===== src/rtl/tdm_demux_rx_if.sv =====
// Bundles the serial slot stream and the parallel frame outputs of tdm_demux_rx.
// The master drives the slot stream; the slave is the receiver.
`default_nettype none

interface tdm_demux_rx_if #(
  parameter int CHANNELS = 4,
  parameter int WIDTH    = 8
);
  logic                      in_valid;
  logic [WIDTH-1:0]          in_data;
  logic                      in_sof;
  logic [CHANNELS*WIDTH-1:0] out_data;
  logic                      out_valid;
  logic                      frame_err;
  logic                      locked;

  modport master (
    output in_valid, in_data, in_sof,
    input  out_data, out_valid, frame_err, locked
  );

  modport slave (
    input  in_valid, in_data, in_sof,
    output out_data, out_valid, frame_err, locked
  );
endinterface

`default_nettype wire


===== src/rtl/tdm_demux_rx.sv =====
// TDM demultiplexing receiver: collects one word per slot after a start-of-frame
// marker and publishes the whole frame at once with a one-cycle strobe.
`default_nettype none

module tdm_demux_rx #(
  parameter int CHANNELS = 4,
  parameter int WIDTH    = 8
) (
  input  logic          clk,
  input  logic          rst_n,
  tdm_demux_rx_if.slave bus
);
  localparam int SW = $clog2(CHANNELS);
  localparam logic [SW-1:0] LAST_SLOT = SW'(CHANNELS - 1);
  localparam logic [SW-1:0] SLOT_ONE  = SW'(1);

  localparam logic [0:0] S_HUNT    = 1'b0;
  localparam logic [0:0] S_COLLECT = 1'b1;

  logic [0:0]                state_q, state_d;
  logic [SW-1:0]             slot_q, slot_d;
  logic [CHANNELS*WIDTH-1:0] shadow_q;
  logic [CHANNELS*WIDTH-1:0] out_data_q, out_data_d;
  logic                      out_valid_q;
  logic                      frame_err_q;

  logic          store;
  logic          publish;
  logic          err;
  logic [SW-1:0] wr_idx;

  always_ff @(posedge clk or negedge rst_n) begin
    if (!rst_n) begin
      state_q <= S_HUNT;
    end else begin
      state_q <= state_d;
    end
  end

  always_comb begin
    state_d = state_q;
    slot_d  = slot_q;
    if (bus.in_valid) begin
      case (state_q)
        S_HUNT: begin
          if (bus.in_sof) begin
            state_d = S_COLLECT;
            slot_d  = SLOT_ONE;
          end
        end
        S_COLLECT: begin
          if (bus.in_sof) begin
            slot_d = SLOT_ONE;
          end else if (slot_q == '0) begin
            state_d = S_HUNT;
            slot_d  = '0;
          end else if (slot_q == LAST_SLOT) begin
            slot_d = '0;
          end else begin
            slot_d = slot_q + SLOT_ONE;
          end
        end
        default: begin
          state_d = S_HUNT;
          slot_d  = '0;
        end
      endcase
    end
  end

  // A marker always restarts the frame at slot 0, whether aligned or not.
  always_comb begin
    store   = 1'b0;
    publish = 1'b0;
    err     = 1'b0;
    wr_idx  = bus.in_sof ? '0 : slot_q;
    if (bus.in_valid) begin
      case (state_q)
        S_HUNT: begin
          store = bus.in_sof;
        end
        S_COLLECT: begin
          if (bus.in_sof) begin
            store = 1'b1;
            err   = (slot_q != '0);
          end else if (slot_q == '0) begin
            err = 1'b1;
          end else begin
            store   = 1'b1;
            publish = (slot_q == LAST_SLOT);
          end
        end
        default: begin
          store = 1'b0;
        end
      endcase
    end
  end

  always_comb begin
    out_data_d = shadow_q;
    out_data_d[(CHANNELS-1)*WIDTH +: WIDTH] = bus.in_data;
  end

  always_ff @(posedge clk or negedge rst_n) begin
    if (!rst_n) begin
      slot_q      <= '0;
      shadow_q    <= '0;
      out_data_q  <= '0;
      out_valid_q <= 1'b0;
      frame_err_q <= 1'b0;
    end else begin
      slot_q      <= slot_d;
      out_valid_q <= publish;
      frame_err_q <= err;
      if (store) begin
        shadow_q[int'(wr_idx)*WIDTH +: WIDTH] <= bus.in_data;
      end
      if (publish) begin
        out_data_q <= out_data_d;
      end
    end
  end

  assign bus.out_data  = out_data_q;
  assign bus.out_valid = out_valid_q;
  assign bus.frame_err = frame_err_q;
  assign bus.locked    = (state_q == S_COLLECT);
endmodule

`default_nettype wire


===== src/flat_wrapper.sv =====
// flat-port wrapper written by rule: the top's interface ports become plain ports
module tdm_demux_rx_flat 
#(
  parameter int CHANNELS = 4,
  parameter int WIDTH    = 8
)
  (clk, rst_n, bus_in_valid, bus_in_data, bus_in_sof, bus_out_data, bus_out_valid, bus_frame_err, bus_locked);
  tdm_demux_rx_if #(.CHANNELS(CHANNELS), .WIDTH(WIDTH)) bus_i ();
  input  logic clk;
  input  logic rst_n;
  input wire logic [$bits(bus_i.in_valid)-1:0] bus_in_valid;
  input wire logic [$bits(bus_i.in_data)-1:0] bus_in_data;
  input wire logic [$bits(bus_i.in_sof)-1:0] bus_in_sof;
  output wire logic [$bits(bus_i.out_data)-1:0] bus_out_data;
  output wire logic [$bits(bus_i.out_valid)-1:0] bus_out_valid;
  output wire logic [$bits(bus_i.frame_err)-1:0] bus_frame_err;
  output wire logic [$bits(bus_i.locked)-1:0] bus_locked;
  assign bus_i.in_valid = bus_in_valid;
  assign bus_i.in_data = bus_in_data;
  assign bus_i.in_sof = bus_in_sof;
  assign bus_out_data = bus_i.out_data;
  assign bus_out_valid = bus_i.out_valid;
  assign bus_frame_err = bus_i.frame_err;
  assign bus_locked = bus_i.locked;
  tdm_demux_rx #(.CHANNELS(CHANNELS), .WIDTH(WIDTH)) u_core (.clk(clk), .rst_n(rst_n), .bus(bus_i));
endmodule

===== config.mk =====
export PLATFORM = sky130hd
export DESIGN_NAME = tdm_demux_rx_flat
export DESIGN_NICKNAME = d
export VERILOG_FILES = /design/src/rtl/tdm_demux_rx_if.sv /design/src/rtl/tdm_demux_rx.sv /design/src/flat_wrapper.sv
export SDC_FILE = /design/constraint.sdc
export NUM_CORES = 1
export LEC_CHECK = 0
export CORE_MARGIN = 1.5
export CORE_UTILIZATION = 50
export DETAILED_ROUTE_END_ITERATION = 10
export GPL_ROUTABILITY_DRIVEN = 1
export PLACE_DENSITY = 0.83
export SLEW_MARGIN = 20
export SYNTH_ARGS = -nofsm -noshare
export SYNTH_HDL_FRONTEND = slang
export SYNTH_SLANG_ARGS = --single-unit

===== constraint.sdc =====
create_clock -name clk -period 2.9 [get_ports clk]
set_clock_uncertainty 0.2 [all_clocks]
set_input_delay 0.58 -clock clk [delete_from_list [all_inputs] [get_ports clk]]
set_output_delay 0.58 -clock clk [all_outputs]
set_load 0.02 [all_outputs]

---- Word-level counts from Yosys, hierarchy flattened ----
Cells that the tools add are included.
operators by class
  $add $sub $neg .......................... 2
  eq/ne operators ......................... 2
  shift operators ......................... 2
  muxes and demuxes ....................... 21
  bitwise logic cells ..................... 1
  reductions and logical operators ........ 3
operators with widths
  kind                                                   number
  negator 5 -> 33 bit                                    1
  variable shift 8 x 33 -> 32 bit, first input constant  1
  variable part select 8 x 33 -> 32 bit                  1
  bitwise mux 32 bit                                     1
  two-way mux 1 bit                                      12
  two-way mux 2 bit                                      5
  case mux 1 bit (2 select lines)                        2
  case mux 2 bit (2 select lines)                        1
  adder 2 x 1 -> 2 bit, second input constant            1
  == test 2 bit, second input constant                   1
  logical NOT 2 bit                                      1
  inequality test 2 bit, second input constant           1
  AND reduction 2 bit                                    1
  nonzero test 2 bit                                     1
  NOT 1 bit                                              1
storage, ports and cells
  register bits ........................... 69
  input bits .............................. 12
  logic and storage cells ................. 37

---- Logic depth before layout (Yosys ltp) ----
Gate-level depths: netlist (run 1).
  depth after elaboration ................. 5
  mapped depth ............................ 9
  gate-level depth less buffers ........... 7

---- Least setup slack after synthesis (run 1) ----
OpenSTA, ideal clock, no wires.
  path kind ............................... input to register
  from .................................... in bus_in_sof
  to ...................................... reg u_core.shadow_q[10]
  data arrival time ....................... 1895 ps
  data required time ...................... 2575 ps
  slack ................................... 681 ps
  stages .................................. 8
  cells stage by stage .................... nand2b_1 buf_4 inv_2 buf_6 ha_1 nand2_1 a21oi_2 mux2_2
on the way
  word-level cells in the longest chain between the ends .. 4
ends and longest elaborated chain
  element                                                                                   line                 text
  start, declared                                                                           flat_wrapper.sv:13   input wire logic [$bits(bus_i.in_sof)-1:0] bus_in_sof;
  two-way mux 2 bit                                                                         tdm_demux_rx.sv:76   wr_idx = bus.in_sof ? '0 : slot_q;
  negator 5 -> 33 bit                                                                       tdm_demux_rx.sv:117  shadow_q[int'(wr_idx)*WIDTH +: WIDTH] <= bus.in_data;
  variable part select 8 x 33 -> 32 bit or variable shift 8 x 33 -> 32 bit (tied branches)  tdm_demux_rx.sv:117
  bitwise mux 32 bit                                                                        tdm_demux_rx.sv:117
  end signal, assigned by index                                                             tdm_demux_rx.sv:117
  end, declared                                                                             tdm_demux_rx.sv:22   logic [CHANNELS*WIDTH-1:0] shadow_q;
Several ways; a longest one is shown, not always the timed one.
A chain may end at the register's enable or synchronous reset.

---- Worst setup path in the final report (run 1) ----
  from .................................... in bus_in_sof
  to ...................................... reg u_core.shadow_q[12]
The elaborated chain is that of the path after synthesis.

==> impl_metrics.tcl, run 1 <==
set metrics [dict create \
    max_stage_delay_ns 0.50 \
    yosysUniqueCellTypes 23 \
    maxCapViolations 0 \
    dp_slack_ns 0.155 \
    timing_hold_violations_final 0 \
    synthAdderAreaFrac 0.0380 \
    insertion_delay_ns 0.34 \
    top_layer "met4" \
    antenna_cells 0 \
    syn_area_um2 2640 \
    rows 26 \
    ir_worst_vdd_v 0.000598 \
    initialDrtViolationCount 124 \
    finalCritPeriodShare 0.835 \
    cp.required_ns 2.92 \
    wire_per_inst_um 15.3 \
    p_per_area_nw_per_um2 849 \
    crit_family "buffers and inverters" \
    fin_area_um2 3410 \
    cts_buffers 9 \
    synth_compound_area_frac 0.0233 \
    final_max_slew_viol_count 0 \
    cts-resized-gates 0 \
    postCtsSetupBuffers 0 \
    synth_xor_area_frac 0 \
    p_leak_nw 1.70 \
    cp_slowest_cell "clkdlybuf4s50_1" \
    post-place-cells 311 \
    place_area_um2 3210 \
    core-area_um2 5110 \
    clk_pin_slew_ns 0.06 \
    p_total_mw 2.90 \
    vias_per_cell 5.20 \
    firstDrtPassIters 4 \
    critPathBufInv 2 \
    grt_max_degree 34 \
    die_area_um2 5720 \
    vias 1690 \
    clockBufferDepth 2 \
    cts_root_buffer "clkbuf_8" \
    drt_wl_total_mm 4.96 \
    fmax_ghz 0.413 \
    status "finished, final reports clean" \
    endpoint_kind "register" \
    syn2layout_area_growth_pct 29.4 \
    ys_warn_count 0 \
    grt_pass1_vias 1685 \
    critPathKind "primary input to register" \
    cts_hold_repair.buffers 0 \
    final_nets 272 \
    setup_slack_ns 0.479 \
    cp_max_fo 16 \
    setup_tns_ns 0 \
    ioPinCount 47 \
    gp_congestion 0.802 \
    start_util 0.516 \
    syn_nets 214 \
    syn_inst 194 \
    dr_wl_met3_um 260 \
    portBuffers 46 \
    drc 0 \
    crit_path_cell_trace "clkdlybuf4s50_1 > nand2b_1 > ha_1 > nor3_2 > buf_4 > and3_1 > mux2_2" \
    drive_gt1_frac 0.333 \
    postRouteAntennaNets 0 \
    min_period_ns 2.42 \
    die_y_um 75.6 \
    met1_length_mm 2.28 \
    synth.mux.area_fraction 0.239 \
    grt_pass1_wl_mm 7.93 \
    yosysSeqAreaShare 0.579 \
    fill_cells 396 \
    start_kind "primary input" \
    avgSynthCellArea_um2 13.6 \
    grt_overflow 0 \
    htree_levels 3 \
    antenna_found_initial 0 \
    slew_headroom 0.564 \
    clkSinkCount 61 \
    rsz0062_at_grt "false" \
    tightestPinTransition_ns 0.654 \
    grtUsageTotal 0.194 \
    arrival_ns 2.44 \
    fp.dieW_um 75.6 \
    setup_violations 0 \
    hold_class "primary input to async pin" \
    final_cells 325 \
    ys_ff_latch 61 \
    synth-simple-area-share 0.0911 \
    cts_tree "done" \
    hpwl_mm 3.56 \
    synth_top_family_by_area "multiplexers" \
    wl_met2_mm 2.35 \
]
Yosys cell counts:
| cell type | instances | share of area |
|---|---|---|
| nand4_1 | 1 | 0.0024 |
| inv_2 | 1 | 0.0014 |
| ha_1 | 8 | 0.038 |
| inv_1 | 5 | 0.0071 |
| nand2_1 | 12 | 0.017 |
| nand3_1 | 1 | 0.0019 |
| a31oi_1 | 1 | 0.0024 |
| a21oi_2 | 3 | 0.010 |
| o21ai_0 | 2 | 0.0038 |
| and3_1 | 16 | 0.038 |
| nor3_2 | 1 | 0.0038 |
| nor2_1 | 2 | 0.0028 |
| o2bb2ai_1 | 1 | 0.0033 |
| clkbuf_1 | 1 | 0.0014 |
| nor3b_1 | 1 | 0.0028 |
| mux2_2 | 56 | 0.24 |
| buf_2 | 5 | 0.0095 |
| a21oi_1 | 2 | 0.0038 |
| buf_4 | 2 | 0.0057 |
| nor3_1 | 8 | 0.015 |
| nand2b_1 | 3 | 0.0071 |
| dfrtp_1 | 61 | 0.58 |
| buf_6 | 1 | 0.0043 |
cell usage in the layout, fill, tap and decap left out, drive strengths merged:
cell type and instances:
nand2 12, clkbuf 13, dfrtp 61, a21oi 5, nand3 1, clkdlybuf4s50 45, and3 16, buf 11
nand4 1, ha 8, mux2 56, o21ai 2, bufinv 1, nor3 9, inv 6, a31oi 1
nor3b 1, nand2b 3, nor2 2, o2bb2ai 1
state kept, by name, indices dropped and copies added (netlist names):
name	flops
u_core.slot_q	2
u_core.bus.out_data	32
u_core.bus.frame_err	1
u_core.bus.out_valid	1
u_core.shadow_q	24
u_core.bus.locked	1
metrics by stage:
step	hold WS [ns]	util
after floorplan	0.0844	-
after global placement	0.287	0.629
after detailed placement	0.293	0.629
after CTS	0.0752	0.668
after global routing	0.107	0.668
final	0.0686	0.668
worst reg2reg max path, stage by stage, from the launching register on:
cell	delay (ns)
dfrtp_1	0.38
inv_1	0.10
ha_1	0.19
ha_1	0.18
nand2b_1	0.21
a21oi_2	0.15
buf_4	0.18
mux2_2	0.35
where the power goes:
| part | internal [mW] | switching, mW | total [mW] |
|---|---|---|---|
| combinational | 0.491 | 0.465 | 0.957 |
| sequential | 1.06 | 0.116 | 1.17 |
| clock | 0.458 | 0.310 | 0.768 |
kinds of logic (layout without fill, tap and decap cells):
kind of cell,count (synthesis),after routing
flip-flops,61,61
multiplexers,56,56
AND/OR/NAND/NOR,45,45
buffers and inverters,15,76
AO/OA/AOI/OAI,9,9
adder cells (fa/ha/maj),8,8
final timing paths:
| kind | startpoint | end | slack [ns] | cells after the start |
|---|---|---|---|---|
| hold / removal | rst_n | u_core.bus.out_data[22] | 0.07 | 1 |
| setup reg to reg | u_core.slot_q[1] | u_core.shadow_q[12] | 0.85 | 7 |
| min in group clk | u_core.shadow_q[21] | u_core.bus.out_data[21] | 0.30 | 1 |
| max in group asynchronous | rst_n | u_core.shadow_q[3] | 1.82 | 2 |
| hold reg to reg | u_core.shadow_q[21] | u_core.bus.out_data[21] | 0.30 | 1 |
| setup / recovery | bus_in_sof | u_core.shadow_q[12] | 0.48 | 7 |
metal layers:
| metal | vias to the layer above | track usage |
|---|---|---|
| met2 | 44 | 0.294 |
| met1 | 843 | 0.245 |
| met4 | 0 | 0.0933 |
| met5 | - | 0 |
| li1 | 794 | - |
| met3 | 9 | 0.0767 |
area by class of cell:
class                           count  area (um2)  area share
Clock buffer                       13         169      0.0495
Sequential cell                    61        1530       0.448
Timing Repair Buffer               56         543       0.159
Clock inverter                      1        30.0     0.00880
Tap cell                           70        87.6      0.0257
Inverter                            6        22.5     0.00660
Multi-Input combinational cell    118        1030       0.303
Power figures use the tool's default switching activity.
==> inputs of run 2 (changes only) <==
Settings changed: CORE_UTILIZATION 50 to 47, PLACE_DENSITY 0.83 to 0.82.
Clock period 2.9 ns to 2 ns, I/O delays scaled along.
==> run 2 against run 1 <==
Count of clock-buffer cells in the layout decreased by 1. Utilization decreased by 1.5 points. Final area is 4.8% higher. Total power grew 45%. Clock power increased by 24%. First-iteration DRC count decreased by 21%. Sequential cell count unchanged. Global-route usage down 0.48 points. Non-clock buffer count up 10.
==> impl_metrics.tcl, run 2 (same netlist as run 1, synthesis figures left out) <==
set metrics [dict create \
    ir_worst_vdd_v 0.000490 \
    clk_pin_slew_ns 0.06 \
    multi_input_area_um2 1090 \
    timing_hold_violations_final 0 \
    register_area_um2 1530 \
    final_common_cell "dfrtp_1" \
    p_total_mw 4.20 \
    fp.dieW_um 77.9 \
    cts_buffers 9 \
    clkSinkCount 61 \
    portBuffers 46 \
    start_kind "register" \
    hold_class "register to register" \
    final_cell_mix "dfrtp_1, mux2_2, clkdlybuf4s50_1" \
    min_from "u_core.shadow_q[17]" \
    status "finished, final reports clean" \
    crit_start "u_core.slot_q[1]" \
    drt_wl_total_mm 5.12 \
    clockBufferDepth 2 \
    grt_pass1_vias 1818 \
    ioPinCount 47 \
    fin_area_um2 3570 \
    place_area_um2 3280 \
    arrival_ns 1.94 \
    hpwl_mm 3.53 \
    maxCapViolations 0 \
    endpoint_kind "register" \
    p_per_area_nw_per_um2 1180 \
    finalCritPeriodShare 0.966 \
    cp_max_fo 8 \
    vias_per_cell 5.17 \
    final_nets 282 \
    die_area_um2 6070 \
    vias 1751 \
    tightestPinTransition_ns 0.328 \
    firstDrtPassIters 4 \
    htree_levels 3 \
    fill_cells 399 \
    p_leak_nw 1.77 \
    start_util 0.482 \
    initialDrtViolationCount 98 \
    setup_tns_ns 0 \
    die_y_um 77.9 \
    critPathKind "register to register" \
    syn2layout_area_growth_pct 35.5 \
    fmax_ghz 0.518 \
    antenna_cells 0 \
    grt_pass1_wl_mm 8.70 \
    r2r-start "u_core.slot_q[1]" \
    postRouteAntennaNets 0 \
    gp_congestion 0.739 \
    insertion_delay_ns 0.33 \
    slew_headroom 0.781 \
    cts_root_buffer "clkbuf_8" \
    largest_register_ff_count 32 \
    setup_violations 0 \
    antenna_found_initial 0 \
    wire_per_inst_um 15.1 \
    drive_gt1_frac 0.393 \
    min_period_ns 1.93 \
    cp.required_ns 2.01 \
    drc 0 \
    rows 27 \
    final_max_slew_viol_count 0 \
    whs_ns 0.304 \
    grtUsageTotal 0.189 \
    grt_overflow 0 \
    grt_max_degree 62 \
    cts_tree "done" \
    core-area_um2 5470 \
]
[run 2: path summary, 6_finish.rpt]
path,endpoint,slack [ns],cells after the start
worst max-delay path,u_core.shadow_q[3],0.07,7
worst min-delay path,u_core.shadow_q[17],0.30,1
worst max register to register,u_core.shadow_q[3],0.07,7
worst min register to register,u_core.shadow_q[17],0.30,1
max in group asynchronous,u_core.shadow_q[7],0.92,3
min in group asynchronous,u_core.bus.out_data[23],0.39,3
[run 2: power by group]
| group | internal, mW | switching (mW) | leakage [nW] |
|---|---|---|---|
| Combinational | 0.814 | 0.730 | 0.858 |
| Sequential | 1.53 | 0.168 | 0.823 |
| Clock | 0.510 | 0.444 | 0.0921 |
[run 2: area by class of cell]
| cell class | count | share of cell area |
|---|---|---|
| multi-input cells | 118 | 0.305 |
| clock inverters | 4 | 0.00630 |
| clock buffers | 12 | 0.0434 |
| inverters | 6 | 0.00630 |
| flip-flops and latches | 61 | 0.428 |
| well taps | 72 | 0.0252 |
| repair buffers | 66 | 0.187 |
[run 2: layer usage]
layer	track usage	share of wire	vias up
met1	0.236	0.44	886
met4	0.0821	0.019	0
met3	0.0565	0.045	9
met5	0	0	-
met2	0.305	0.50	43
li1	-	-	813
[run 2: critical path, cell delays in order (launching register included)]
cell and delay, ns:
dfrtp_1 0.37, inv_2 0.06, ha_1 0.17, ha_1 0.19, nand2b_4 0.17, a21oi_2 0.16, buf_6 0.16, mux2_2 0.34
[run 2: what timing repair did]
item                                    CTS  global route
endpoints found under the setup margin   25            24
endpoints found under the hold margin    61             0
hold buffers                              1             0
pin swaps                                 2             0
buffers inserted                          2             1
resized for setup                         9            10
[run 2: per-stage QoR]
step           worst slack, ns   util  std cells
2_1_floorplan          -0.0209      -        194
6_report                0.0688  0.653        339
3_3_place_gp            -0.670  0.599        319
5_1_grt                -0.0191  0.653        339
3_5_place_dp            -0.732  0.599        319
4_1_cts                0.00927  0.643        338
==> inputs of run 3 (changes only) <==
Settings changed: CAP_MARGIN from default to 20, CORE_ASPECT_RATIO from default to 1.5, SLEW_MARGIN 20 to default.
==> run 3 against run 2 <==
Utilization increased by 0.55 points. Wire length increased by 5.3%. Worst hold slack about the same. Count of clock-buffer cells in the layout unchanged. Sequential power about the same. First-iteration DRC count decreased by 29%. Clock power increased by 2%. Die area increased by 0.15%. Critical path type unchanged.
==> impl_metrics.tcl, run 3 (same netlist as run 1, synthesis figures left out) <==
set metrics [dict create \
    grt_overflow 0 \
    htree_levels 3 \
    core-area_um2 5450 \
    crit_top_cell "ha_2" \
    status "finished, final reports clean" \
    firstDrtPassIters 4 \
    rows 33 \
    hpwl_mm 3.68 \
    p_per_area_nw_per_um2 1180 \
    fp.dieW_um 64.2 \
    drc 0 \
    endpoint_kind "register" \
    portBuffers 46 \
    rsz0062_at_grt "false" \
    setup_slack_ns 0.0335 \
    final_cell_mix "dfrtp_1, mux2_2, clkdlybuf4s50_1" \
    start_util 0.484 \
    initialDrtViolationCount 70 \
    final_nets 284 \
    fill_cells 416 \
    final_max_slew_viol_count 0 \
    insertion_delay_ns 0.34 \
    grt_pass1_wl_mm 8.74 \
    antenna_found_initial 0 \
    crit_path_cell_trace "inv_2 > ha_2 > ha_2 > nand2b_4 > a21oi_4 > buf_12 > mux2_2" \
    p_total_mw 4.23 \
    holdPathStages 1 \
    drive_gt1_frac 0.401 \
    vias 1752 \
    cp_slowest_cell "dfrtp_1" \
    die_area_um2 6080 \
    min_period_ns 1.97 \
    timing_hold_violations_final 0 \
    dp_slack_ns -0.723 \
    cts_buffers 9 \
    grtUsageTotal 0.196 \
    ioPinCount 47 \
    maxCapViolations 0 \
    p_leak_nw 1.77 \
    cts_root_buffer "clkbuf_8" \
    fmax_ghz 0.509 \
    syn2layout_area_growth_pct 36.1 \
    gp_congestion 0.799 \
    setup_violations 0 \
    largest_register_ff_count 32 \
    antenna_cells 0 \
    arrival_ns 1.99 \
    final_common_cell "dfrtp_1" \
    ir_worst_vdd_v 0.000873 \
    reg2reg_depth 7 \
    die_y_um 94.7 \
    clockBufferDepth 2 \
    postRouteAntennaNets 0 \
    finalCritPeriodShare 0.983 \
    cp_max_fo 8 \
    tightestPinTransition_ns 0.351 \
    vias_per_cell 5.17 \
    drt_wl_total_mm 5.40 \
    hold_class "register to register" \
    start_kind "register" \
    clkSinkCount 61 \
    max_stage_delay_ns 0.41 \
    cp.required_ns 2.03 \
    clk_pin_slew_ns 0.07 \
    grt_max_degree 62 \
    cts_tree "done" \
    wire_per_inst_um 15.9 \
    grt_pass1_vias 1824 \
    slew_headroom 0.766 \
    critPathKind "register to register" \
]
-- run 3: changes by cell type in the layout (fill, tap and decap cells not counted), sizes merged --
cell / delta
buf: +2
-- run 3: critical path, delay by kind of cell (launching register included) --
| family | cells | cell delay (ns) |
|---|---|---|
| flops | 1 | 0.41 |
| fa+ha+maj | 2 | 0.35 |
| mux | 1 | 0.34 |
| buf+inv | 2 | 0.19 |
| compound gates | 1 | 0.19 |
| simple gates | 1 | 0.18 |
-- run 3: final cells by class --
cell class | instances | area (um2) | area share
timing repair buffer | 68 | 673 | 0.188
multi-input combinational | 118 | 1100 | 0.307
inverter | 6 | 22.5 | 0.00628
clock buffer | 12 | 155 | 0.0432
clock inverter | 4 | 22.5 | 0.00628
tap | 70 | 87.6 | 0.0244
sequential | 61 | 1530 | 0.425
-- run 3: routing by layer --
metal / track usage / vias up / wire, um / share of wire
met5: 0 / - / 0 / 0
met4: 0.0816 / 0 / 110 / 0.020
met3: 0.0584 / 9 / 221 / 0.041
met2: 0.345 / 46 / 2960 / 0.55
met1: 0.218 / 879 / 2110 / 0.39
li1: - / 818 / - / -
-- run 3: repair_timing --
item                                    in CTS  in global routing
endpoints found under the hold margin       61                  0
pin swaps                                    1                  2
hold buffers                                 1                  0
endpoints found under the setup margin      25                 24
gates cloned                                 0                  0
gates resized for setup                      7                 15
setup buffers                                2                  1
-- run 3: power by group --
group	internal [mW]	leakage, nW	switching [mW]
clock network	0.510	0.0921	0.462
registers	1.53	0.823	0.174
logic	0.815	0.858	0.742
-- run 3: metrics by stage --
stage / hold WS (ns) / instance area, um2 / setup TNS [ns] / cells / utilization
3_5_place_dp: 0.236 / 3280 / -23.16 / 319 / 0.602
5_1_grt: 0.325 / 3590 / 0 / 339 / 0.658
4_1_cts: 0.309 / 3530 / 0 / 338 / 0.647
2_1_floorplan: -0.0956 / 2650 / -0.334 / 194 / -
6_report: 0.304 / 3590 / 0 / 339 / 0.658
3_3_place_gp: 0.228 / 3280 / -20.09 / 319 / 0.602
-- run 3: worst paths after layout --
kind,start,to,slack (ns)
hold reg to reg,u_core.shadow_q[21],u_core.shadow_q[21],0.30
max in group asynchronous,rst_n,u_core.shadow_q[21],0.95
setup reg to reg,u_core.slot_q[0],u_core.shadow_q[13],0.03
hold / removal,u_core.shadow_q[21],u_core.shadow_q[21],0.30
setup / recovery,u_core.slot_q[0],u_core.shadow_q[13],0.03
min in group asynchronous,rst_n,u_core.bus.locked,0.40
